`config.mk`:
```
export PLATFORM = sky130hd
export DESIGN_NAME = div_sequencer
export DESIGN_NICKNAME = d
export VERILOG_FILES = /design/src/rtl/common_pkg.sv /design/src/rtl/div_step.sv /design/src/rtl/div_sequencer.sv
export SDC_FILE = /design/constraint.sdc
export NUM_CORES = 1
export LEC_CHECK = 0
export ABC_AREA = 1
export BUFFER_PORTS_ARGS = -buffer_cell sky130_fd_sc_hd__buf_2
export CORE_MARGIN = 2
export CORE_UTILIZATION = 56
export CTS_CLUSTER_SIZE = 14
export DETAILED_ROUTE_END_ITERATION = 16
export MAX_ROUTING_LAYER = met4
export PLACE_DENSITY_LB_ADDON = 0.08
export SETUP_SLACK_MARGIN = 0.5
export SLEW_MARGIN = 10
export SYNTH_ARGS = -nofsm -noshare
export SYNTH_HDL_FRONTEND = slang
export SYNTH_SLANG_ARGS = --single-unit
```
`constraint.sdc`:
```
create_clock -name clk -period 2.1 [get_ports clk]
set_clock_uncertainty 0.15 [all_clocks]
set_input_delay 0.21 -clock clk [delete_from_list [all_inputs] [get_ports clk]]
set_output_delay 0.21 -clock clk [all_outputs]
set_load 0.1 [all_outputs]
```
`src/rtl/common_pkg.sv`:
```
// ---------------------------------------------------------------------------
// common_pkg
// Shared types and constants for the integer datapath blocks.
//   XLEN        : default operand / result width in bits
//   alu_op_t    : ALU operation encoding (divide ops plus ordinary ALU ops)
//   div_state_t : state encoding of the iterative divider FSM
// Helper functions classify an alu_op_t for the divider.
// ---------------------------------------------------------------------------
package common_pkg;

  localparam int XLEN = 32;

  typedef enum logic [3:0] {
    ALU_ADD,
    ALU_SUB,
    ALU_AND,
    ALU_OR,
    ALU_XOR,
    ALU_SLL,
    ALU_SRL,
    ALU_SRA,
    ALU_SLT,
    ALU_SLTU,
    ALU_DIV,
    ALU_DIVU,
    ALU_REM,
    ALU_REMU
  } alu_op_t;

  typedef enum logic [1:0] {
    IDLE,
    CALC,
    FIX,
    DONE
  } div_state_t;

  // True for the four operations the divider actually computes
  function automatic logic is_div_op(input alu_op_t op);
    return (op == ALU_DIV) || (op == ALU_DIVU) || (op == ALU_REM) || (op == ALU_REMU);
  endfunction

  // Signed variants work on magnitudes and correct the sign afterwards
  function automatic logic is_signed_div(input alu_op_t op);
    return (op == ALU_DIV) || (op == ALU_REM);
  endfunction

  // Remainder variants return the partial remainder instead of the quotient
  function automatic logic is_rem_op(input alu_op_t op);
    return (op == ALU_REM) || (op == ALU_REMU);
  endfunction

endpackage

```
`src/rtl/div_step.sv`:
```
// ---------------------------------------------------------------------------
// div_step
// One restoring shift-subtract iteration, purely combinational.
// The partial remainder is shifted left by one with the next dividend bit
// appended; if the result is not smaller than the divisor it is reduced and
// the quotient bit is 1, otherwise it is kept and the quotient bit is 0.
// Ports:
//   i_rem          : partial remainder before this step
//   i_dividend_bit : next dividend bit (MSB first)
//   i_divisor      : divisor magnitude
//   o_rem          : partial remainder after this step
//   o_quot_bit     : quotient bit produced by this step
// ---------------------------------------------------------------------------
module div_step #(
  parameter int XLEN = common_pkg::XLEN
) (
  input  logic [XLEN-1:0] i_rem,
  input  logic            i_dividend_bit,
  input  logic [XLEN-1:0] i_divisor,
  output logic [XLEN-1:0] o_rem,
  output logic            o_quot_bit
);

  logic [XLEN:0]   w_shifted;
  logic [XLEN-1:0] w_diff;

  assign w_shifted  = {i_rem, i_dividend_bit};
  // The difference always fits in XLEN bits whenever it is selected, so only
  // the low bits of the subtraction are needed.
  assign w_diff     = w_shifted[XLEN-1:0] - i_divisor;
  // A zero divisor always "fits": quotient bits become all ones and the
  // remainder ends up equal to the dividend.
  assign o_quot_bit = (w_shifted >= {1'b0, i_divisor});
  assign o_rem      = o_quot_bit ? w_diff : w_shifted[XLEN-1:0];

endmodule

```
`src/rtl/div_sequencer.sv`:
```
// ---------------------------------------------------------------------------
// div_sequencer
// Iterative restoring divider for DIV / DIVU / REM / REMU.
// A request is latched in IDLE, XLEN shift-subtract steps run in CALC, FIX
// applies sign correction and selects quotient or remainder, and DONE holds
// the result until the consumer takes it.
// Ports:
//   clk, rst_n            : clock, asynchronous active-low reset
//   in_valid / in_ready   : request handshake (in_ready only in IDLE)
//   op                    : alu_op_t operation
//   operand_a / operand_b : dividend / divisor
//   flush                 : abort whatever is in flight, back to IDLE
//   out_valid / out_ready : result handshake
//   result                : quotient or remainder
// Build option:
//   DIV_SPECIAL_CASE_EN   : divide-by-zero and signed overflow skip the
//                           iteration and go straight to DONE.
// ---------------------------------------------------------------------------
module div_sequencer
  import common_pkg::*;
#(
  parameter int XLEN = common_pkg::XLEN
) (
  input  logic            clk,
  input  logic            rst_n,
  input  logic            in_valid,
  output logic            in_ready,
  input  alu_op_t         op,
  input  logic [XLEN-1:0] operand_a,
  input  logic [XLEN-1:0] operand_b,
  input  logic            flush,
  output logic            out_valid,
  input  logic            out_ready,
  output logic [XLEN-1:0] result
);

  localparam int CNT_W = $clog2(XLEN) + 1;
  localparam logic [CNT_W-1:0] LAST_STEP = CNT_W'(XLEN - 1);
  localparam logic [XLEN-1:0]  MIN_INT   = {1'b1, {(XLEN-1){1'b0}}};

  div_state_t       r_state;
  logic [CNT_W-1:0] r_count;
  alu_op_t          r_op;
  logic [XLEN-1:0]  r_dividend;
  logic [XLEN-1:0]  r_divisor;
  logic [XLEN-1:0]  r_quot;
  logic [XLEN-1:0]  r_rem;
  logic             r_neg_q;
  logic             r_neg_r;
  logic             r_div_zero;
  logic             r_overflow;
  logic [XLEN-1:0]  r_result;

  logic             w_accept;
  logic             w_signed;
  logic             w_a_neg;
  logic             w_b_neg;
  logic [XLEN-1:0]  w_abs_a;
  logic [XLEN-1:0]  w_abs_b;
  logic             w_div_zero;
  logic             w_overflow;
  logic [XLEN-1:0]  w_step_rem;
  logic             w_step_qbit;
  logic [XLEN-1:0]  w_quot_fixed;
  logic [XLEN-1:0]  w_rem_fixed;
  logic [XLEN-1:0]  w_fix_result;

  assign in_ready  = (r_state == IDLE);
  assign out_valid = (r_state == DONE);
  assign result    = r_result;

  // Flush outranks a simultaneous request
  assign w_accept   = in_valid && in_ready && !flush;

  assign w_signed   = is_signed_div(op);
  assign w_a_neg    = w_signed && operand_a[XLEN-1];
  assign w_b_neg    = w_signed && operand_b[XLEN-1];
  // MIN_INT negates to itself, which is still its correct unsigned magnitude
  assign w_abs_a    = w_a_neg ? -operand_a : operand_a;
  assign w_abs_b    = w_b_neg ? -operand_b : operand_b;
  assign w_div_zero = (operand_b == '0);
  assign w_overflow = w_signed && (operand_a == MIN_INT) && (operand_b == '1);

  // The dividend magnitude sits in r_quot and is shifted out MSB first while
  // quotient bits are shifted in from the bottom.
  div_step #(
    .XLEN(XLEN)
  ) u_div_step (
    .i_rem          (r_rem),
    .i_dividend_bit (r_quot[XLEN-1]),
    .i_divisor      (r_divisor),
    .o_rem          (w_step_rem),
    .o_quot_bit     (w_step_qbit)
  );

  assign w_quot_fixed = r_neg_q ? -r_quot : r_quot;
  assign w_rem_fixed  = r_neg_r ? -r_rem : r_rem;

  // Divide-by-zero and overflow results are forced here because magnitude
  // arithmetic plus sign fix-up gets a negative dividend over zero wrong.
  always_comb begin
    w_fix_result = w_quot_fixed;
    if (r_div_zero) begin
      w_fix_result = is_rem_op(r_op) ? r_dividend : '1;
    end else if (r_overflow) begin
      w_fix_result = is_rem_op(r_op) ? '0 : MIN_INT;
    end else if (is_rem_op(r_op)) begin
      w_fix_result = w_rem_fixed;
    end
  end

`ifdef DIV_SPECIAL_CASE_EN
  logic [XLEN-1:0] w_special_result;

  // Result for the early-exit path, computed straight from the request
  always_comb begin
    w_special_result = is_rem_op(op) ? '0 : MIN_INT;
    if (w_div_zero) begin
      w_special_result = is_rem_op(op) ? operand_a : '1;
    end
  end
`endif

  always_ff @(posedge clk or negedge rst_n) begin
    if (!rst_n) begin
      r_state    <= IDLE;
      r_count    <= '0;
      r_op       <= ALU_ADD;
      r_dividend <= '0;
      r_divisor  <= '0;
      r_quot     <= '0;
      r_rem      <= '0;
      r_neg_q    <= 1'b0;
      r_neg_r    <= 1'b0;
      r_div_zero <= 1'b0;
      r_overflow <= 1'b0;
      r_result   <= '0;
    end else if (flush) begin
      r_state <= IDLE;
      r_count <= '0;
    end else begin
      case (r_state)
        IDLE: begin
          if (w_accept) begin
            r_op       <= op;
            r_dividend <= operand_a;
            r_divisor  <= w_abs_b;
            r_quot     <= w_abs_a;
            r_rem      <= '0;
            r_neg_q    <= w_a_neg ^ w_b_neg;
            r_neg_r    <= w_a_neg;
            r_div_zero <= w_div_zero;
            r_overflow <= w_overflow;
            r_count    <= '0;
            if (!is_div_op(op)) begin
              r_result <= '0;
              r_state  <= DONE;
`ifdef DIV_SPECIAL_CASE_EN
            end else if (w_div_zero || w_overflow) begin
              r_result <= w_special_result;
              r_state  <= DONE;
`endif
            end else begin
              r_state <= CALC;
            end
          end
        end
        CALC: begin
          r_rem   <= w_step_rem;
          r_quot  <= {r_quot[XLEN-2:0], w_step_qbit};
          r_count <= r_count + CNT_W'(1);
          if (r_count == LAST_STEP) begin
            r_state <= FIX;
          end
        end
        FIX: begin
          r_result <= w_fix_result;
          r_state  <= DONE;
        end
        DONE: begin
          if (out_ready) begin
            r_state <= IDLE;
          end
        end
        default: r_state <= IDLE;
      endcase
    end
  end

endmodule

```
==> run_results.csv, run 1 <==
group,metric,value,unit
run_status,status,"did not finish",
run_status,haltStage,"5_1_grt",
run_status,tool.error,"[ERROR GRT-0232] Routing congestion too high. Check the congestion heatmap in the GUI.",
floorplan,rows,57,
placed_design,dp.cells,2845,
yosys,synth_seq_cells,175,
yosys,synth-seq-area-share,0.312,
floorplan,dieWidth,162,um
yosys,synth-async-reset-ratio,1.00,
yosys,syn_inst,2253,
yosys,synth_area_leaders,"dfrtp_1 31%, nand2_1 19%, nand3_1 8.3%, inv_1 6.6%, o21ai_0 6.5%",
yosys,synth_ff_type,"dfrtp_1",
yosys,syn_avg_cell_area,6.24,um2
timing,worst_endpoint,"result[10]$_DFFE_PN0P_/D",
yosys,netlist_area,0.0140,mm2
clock_network,htreeDepth,4,
yosys,synth_edf_count,0,
placed_design,place_hpwl,39.2,mm
placed_design,place_congestion,0.998,
placed_design,portBuffers,106,
floorplan,initial_core_util,0.574,
global_routing,grt_max_degree,52,
yosys,synth_fp_nets,2369,
clock_network,cts_buffer_depth,2,
yosys,synth.distinct_cells,47,
clock_network,clock-sinks,175,
global_routing,track_usage,1.02,
floorplan,die_h,162,um
yosys,ys_warn_count,0,
global_routing,grt_overflow,1706,
clock_network,numCtsBuffers,17,
floorplan,io_pins,107,
yosys,synth_top_cell_area_share,0.312,
yosys,synth.largest_area_cell,"dfrtp_1",
timing,worstEndpointType,"register input",
clock_network,clockRootBuffer,"clkbuf_16",
-- stage by stage --
step / utilization / setup TNS [ns] / area [um2] / hold slack [ns] / setup slack, ns
4_1_cts: 0.875 / -3.02 / 21400 / 0.000491 / -0.118
3_5_place_dp: 0.706 / -9.57 / 17300 / 0.0207 / -0.277
3_3_place_gp: 0.706 / -7.21 / 17300 / 0.0141 / -0.228
2_1_floorplan: - / 0 / 14800 / -0.236 / 0.120
-- timing repair --
item / in CTS
setup buffers: 71
resized for setup: 549
setup endpoints to repair: 195
hold buffers: 51
endpoints found under the hold margin: 202
cloned: 28
pin swaps: 121
-- synthesized netlist by cell type (13+ instances only) --
cell type,instances
nand3b_1,13
dfrtp_1,175
nor3_1,26
xor2_1,31
xnor2_1,22
nand4_1,36
nand3_1,234
clkbuf_1,45
buf_2,22
inv_1,246
o211ai_1,23
ha_1,42
a21oi_1,93
nand2_1,715
o21ai_0,183
o21ai_1,26
nor2_1,239
-- layer usage --
layer / overflow / global-route usage
met1: 118 / 0.941
met5: - / -
met2: 1118 / 1.21
met3: 114 / 0.869
met4: 356 / 1.10
-- cell families after synthesis --
logic type	share of synthesized area
muxes	0.000713
and+or+nand+nor	0.386
xor gates and xnor gates	0.0330
adders and majority gates	0.0388
DFF	0.312
buffers and inverters	0.0931
AOI/OAI and AO/OA	0.136
==> run 2: changes to the inputs <==
--- a/config.mk
+++ b/config.mk
@@ -8,12 +8,9 @@
 export ABC_AREA = 1
 export BUFFER_PORTS_ARGS = -buffer_cell sky130_fd_sc_hd__buf_2
 export CORE_MARGIN = 2
-export CORE_UTILIZATION = 56
-export CTS_CLUSTER_SIZE = 14
+export CORE_UTILIZATION = 40
 export DETAILED_ROUTE_END_ITERATION = 16
-export MAX_ROUTING_LAYER = met4
-export PLACE_DENSITY_LB_ADDON = 0.08
-export SETUP_SLACK_MARGIN = 0.5
+export PLACE_DENSITY_LB_ADDON = 0.15
 export SLEW_MARGIN = 10
 export SYNTH_ARGS = -nofsm -noshare
 export SYNTH_HDL_FRONTEND = slang
==> constraint.sdc (replaced) <==
create_clock -name clk -period 2.7 [get_ports clk]
set_clock_uncertainty 0.15 [all_clocks]
set_input_delay 0.27 -clock clk [delete_from_list [all_inputs] [get_ports clk]]
set_output_delay 0.27 -clock clk [all_outputs]
set_load 0.1 [all_outputs]
==> run 2 against run 1 <==
The flow now finishes without violations. Synthesized cell count unchanged. Synthesized area unchanged.
==> run_results.csv, run 2 <==
group,metric,value,unit
clock_network,cts_buffer_depth,2,
final_layout,antennaDiodeCount,0,
critical_path,r2r-end,"r_rem[19]",
final_layout,layout_commonest_cell,"nand2_1",
route,via_per_inst,5.38,
power_and_ir_drop,p_leak,8.60,nW
timing,min_period,2.57,ns
final_layout,final_layout_size_suffix_gt1_frac,0.0933,
yosys,synth_edf_count,0,
floorplan,dieWidth,191,um
yosys,synthTopCellsByCount,"715 x nand2_1, 246 x inv_1, 239 x nor2_1",
timing,drv_slew,0,
clock_network,numCtsBuffers,17,
timing,tns,0,ns
route,drc,0,
global_routing,grt_pass1_vias,13925,
timing,fin_crit_sh,0.950,
placed_design,place_congestion,0.954,
yosys,syn_avg_cell_area,6.24,um2
yosys,synth_fp_nets,2369,
yosys,synth.largest_area_cell,"dfrtp_1",
clock_network,cts_tree,"done",
yosys,synth_area_leaders,"dfrtp_1 31%, nand2_1 19%, nand3_1 8.3%, inv_1 6.6%, o21ai_0 6.5%",
final_layout,fin_area,0.0161,mm2
route,wl_per_cell,17.5,um
critical_path,startpoint_type,"input port",
critical_path,crit_arrival,2.77,ns
placed_design,portBuffers,106,
worst_hold_path,min_path_cells,3,
critical_path,cp_max_fo,4,
critical_path,required,2.90,ns
timing,tightest_slew,0.607,ns
yosys,syn_inst,2253,
clock_network,htreeDepth,4,
yosys,netlist_area,0.0140,mm2
clock_network,clockRootBuffer,"clkbuf_16",
critical_path,worstSetupEndpointType,"register",
global_routing,grt_max_degree,62,
floorplan,core-area,0.0345,mm2
route,wl,49.6,mm
global_routing,grt_pass1_wl,77.3,mm
final_layout,layout_common_cells,"715 x nand2_1, 245 x inv_1, 237 x nor2_1",
final_layout,fin_nets,2482,
power_and_ir_drop,vdd_ir_drop_max,0.000931,V
yosys,synth_seq_cells,175,
clock_network,insertion_delay,0.46,ns
floorplan,initial_core_util,0.407,
yosys,synth_most_common_cell,"nand2_1",
critical_path,r2r_start,"r_rem[1]",
timing,hold_viol,0,
clock_network,clock-sinks,175,
yosys,synth_top_cell_area_share,0.312,
yosys,synth_ff_type,"dfrtp_1",
floorplan,die_h,191,um
yosys,synth.distinct_cells,47,
route,drt_pass1_iterations,8,
worst_hold_path,hold_class,"in -> reg",
global_routing,track_usage,0.273,
final_layout,area_growth,14.5,%
run_status,status,"finished clean",
timing,slew_headroom,0.595,
placed_design,dpl-instance-area,0.0152,mm2
job,cap_violations,0,
critical_path,reg2reg_slack,0.14,ns
timing,rsz0062_at_grt,"false",
worst_hold_path,whs_endpoint,"r_dividend[0]",
clock_network,clkTransAtPathRegs,0.07,ns
timing,max_freq,390,MHz
yosys,ys_warn_count,0,
floorplan,die_area,0.0366,mm2
worst_hold_path,min_from,"operand_a[0]",
yosys,synth-async-reset-ratio,1.00,
timing,setup-violations-final,0,
floorplan,rows,68,
final_layout,nFillCells,3771,
route,via_count,15233,
global_routing,antenna_found_initial,0,
yosys,synth-seq-area-share,0.312,
power_and_ir_drop,powerDensity,967,mW/mm2
global_routing,grt_overflow,0,
route,final_antenna_net_count,0,
critical_path,crit_type,"in -> reg",
route,drt-initial-drc-count,1584,
placed_design,place_hpwl,38.4,mm
floorplan,io_pins,107,
critical_path,reg2reg_depth,14,
run 2: cell counts after synthesis:
Identical to the previous run, type by type.
run 2: per-stage QoR:
step	hold slack, ns	total power, mW	cells	setup slack, ns	utilization
floorplan	-0.176	10.3	2253	0.0134	-
CTS	0.000802	15.5	2833	0.105	0.465
global placement	0.115	12.7	2780	0.142	0.440
global route	0.0258	16.6	2834	0.000757	0.466
detailed placement	0.123	12.7	2780	0.117	0.440
finish	0.0118	15.6	2834	0.134	0.466
run 2: final cells by class:
class	instances	area (um2)	share of cell area
multi-input cells	1746	8390	0.522
flip-flops and latches	175	4380	0.272
repair buffers	173	1160	0.0724
inverters	253	952	0.0592
well taps	455	569	0.0354
clock buffers	19	453	0.0282
clock inverters	13	175	0.0109
run 2: what timing repair did:
action	in CTS	in global routing
endpoints found under the hold margin	67	0
hold buffers	21	0
endpoints found under the setup margin	0	35
resized for setup	0	8
setup buffers	0	1
run 2: critical path, cell delays in order:
cell and delay [ns]:
dlygate4sd3_1 0.53, buf_2 0.14, inv_1 0.08, ha_1 0.21
nand2_1 0.07, nor2_1 0.25, nand2_1 0.14, inv_1 0.13
nand3_1 0.21, o21ai_2 0.27, nand2_1 0.11, a21oi_1 0.12
o21ai_0 0.11, nand2_1 0.07, nand2_1 0.04
run 2: routing by layer:
metal	vias up	share of wire	GRT usage	wire length [um]
met2	530	0.44	0.410	21600
met5	-	0	0	0
li1	7524	-	-	-
met1	7119	0.48	0.412	23900
met4	0	0.021	0.0728	1060
met3	60	0.061	0.0330	3040
run 2: how the worst max path moves through the flow:
stage | endpoint | slack, ns | start
CTS | r_rem[28] | 0.11 | r_quot[31]
floorplan | r_quot[3] | 0.01 | r_state[0]
global route | r_quot[26] | 0.0008 | operand_a[1]
finish | r_quot[26] | 0.13 | operand_a[1]
detailed placement | r_rem[28] | 0.12 | r_quot[31]
global placement | r_rem[28] | 0.14 | r_quot[31]
run 2: power by group:
| group | switching [mW] | internal [mW] |
|---|---|---|
| combinational | 6.32 | 2.23 |
| sequential | 0.677 | 3.60 |
| clock | 1.19 | 1.53 |
run 2: logic make-up after synthesis:
| group | count (synthesis) | share of synthesized area |
|---|---|---|
| AO/OA/AOI/OAI | 355 | 0.136 |
| XOR/XNOR | 53 | 0.0330 |
| adder cells (fa/ha/maj) | 43 | 0.0388 |
| buffers and inverters | 332 | 0.0931 |
| AND/OR/NAND/NOR | 1294 | 0.386 |
| multiplexers | 1 | 0.000713 |
| flip-flops | 175 | 0.312 |
(Power assumes the default switching activity.)
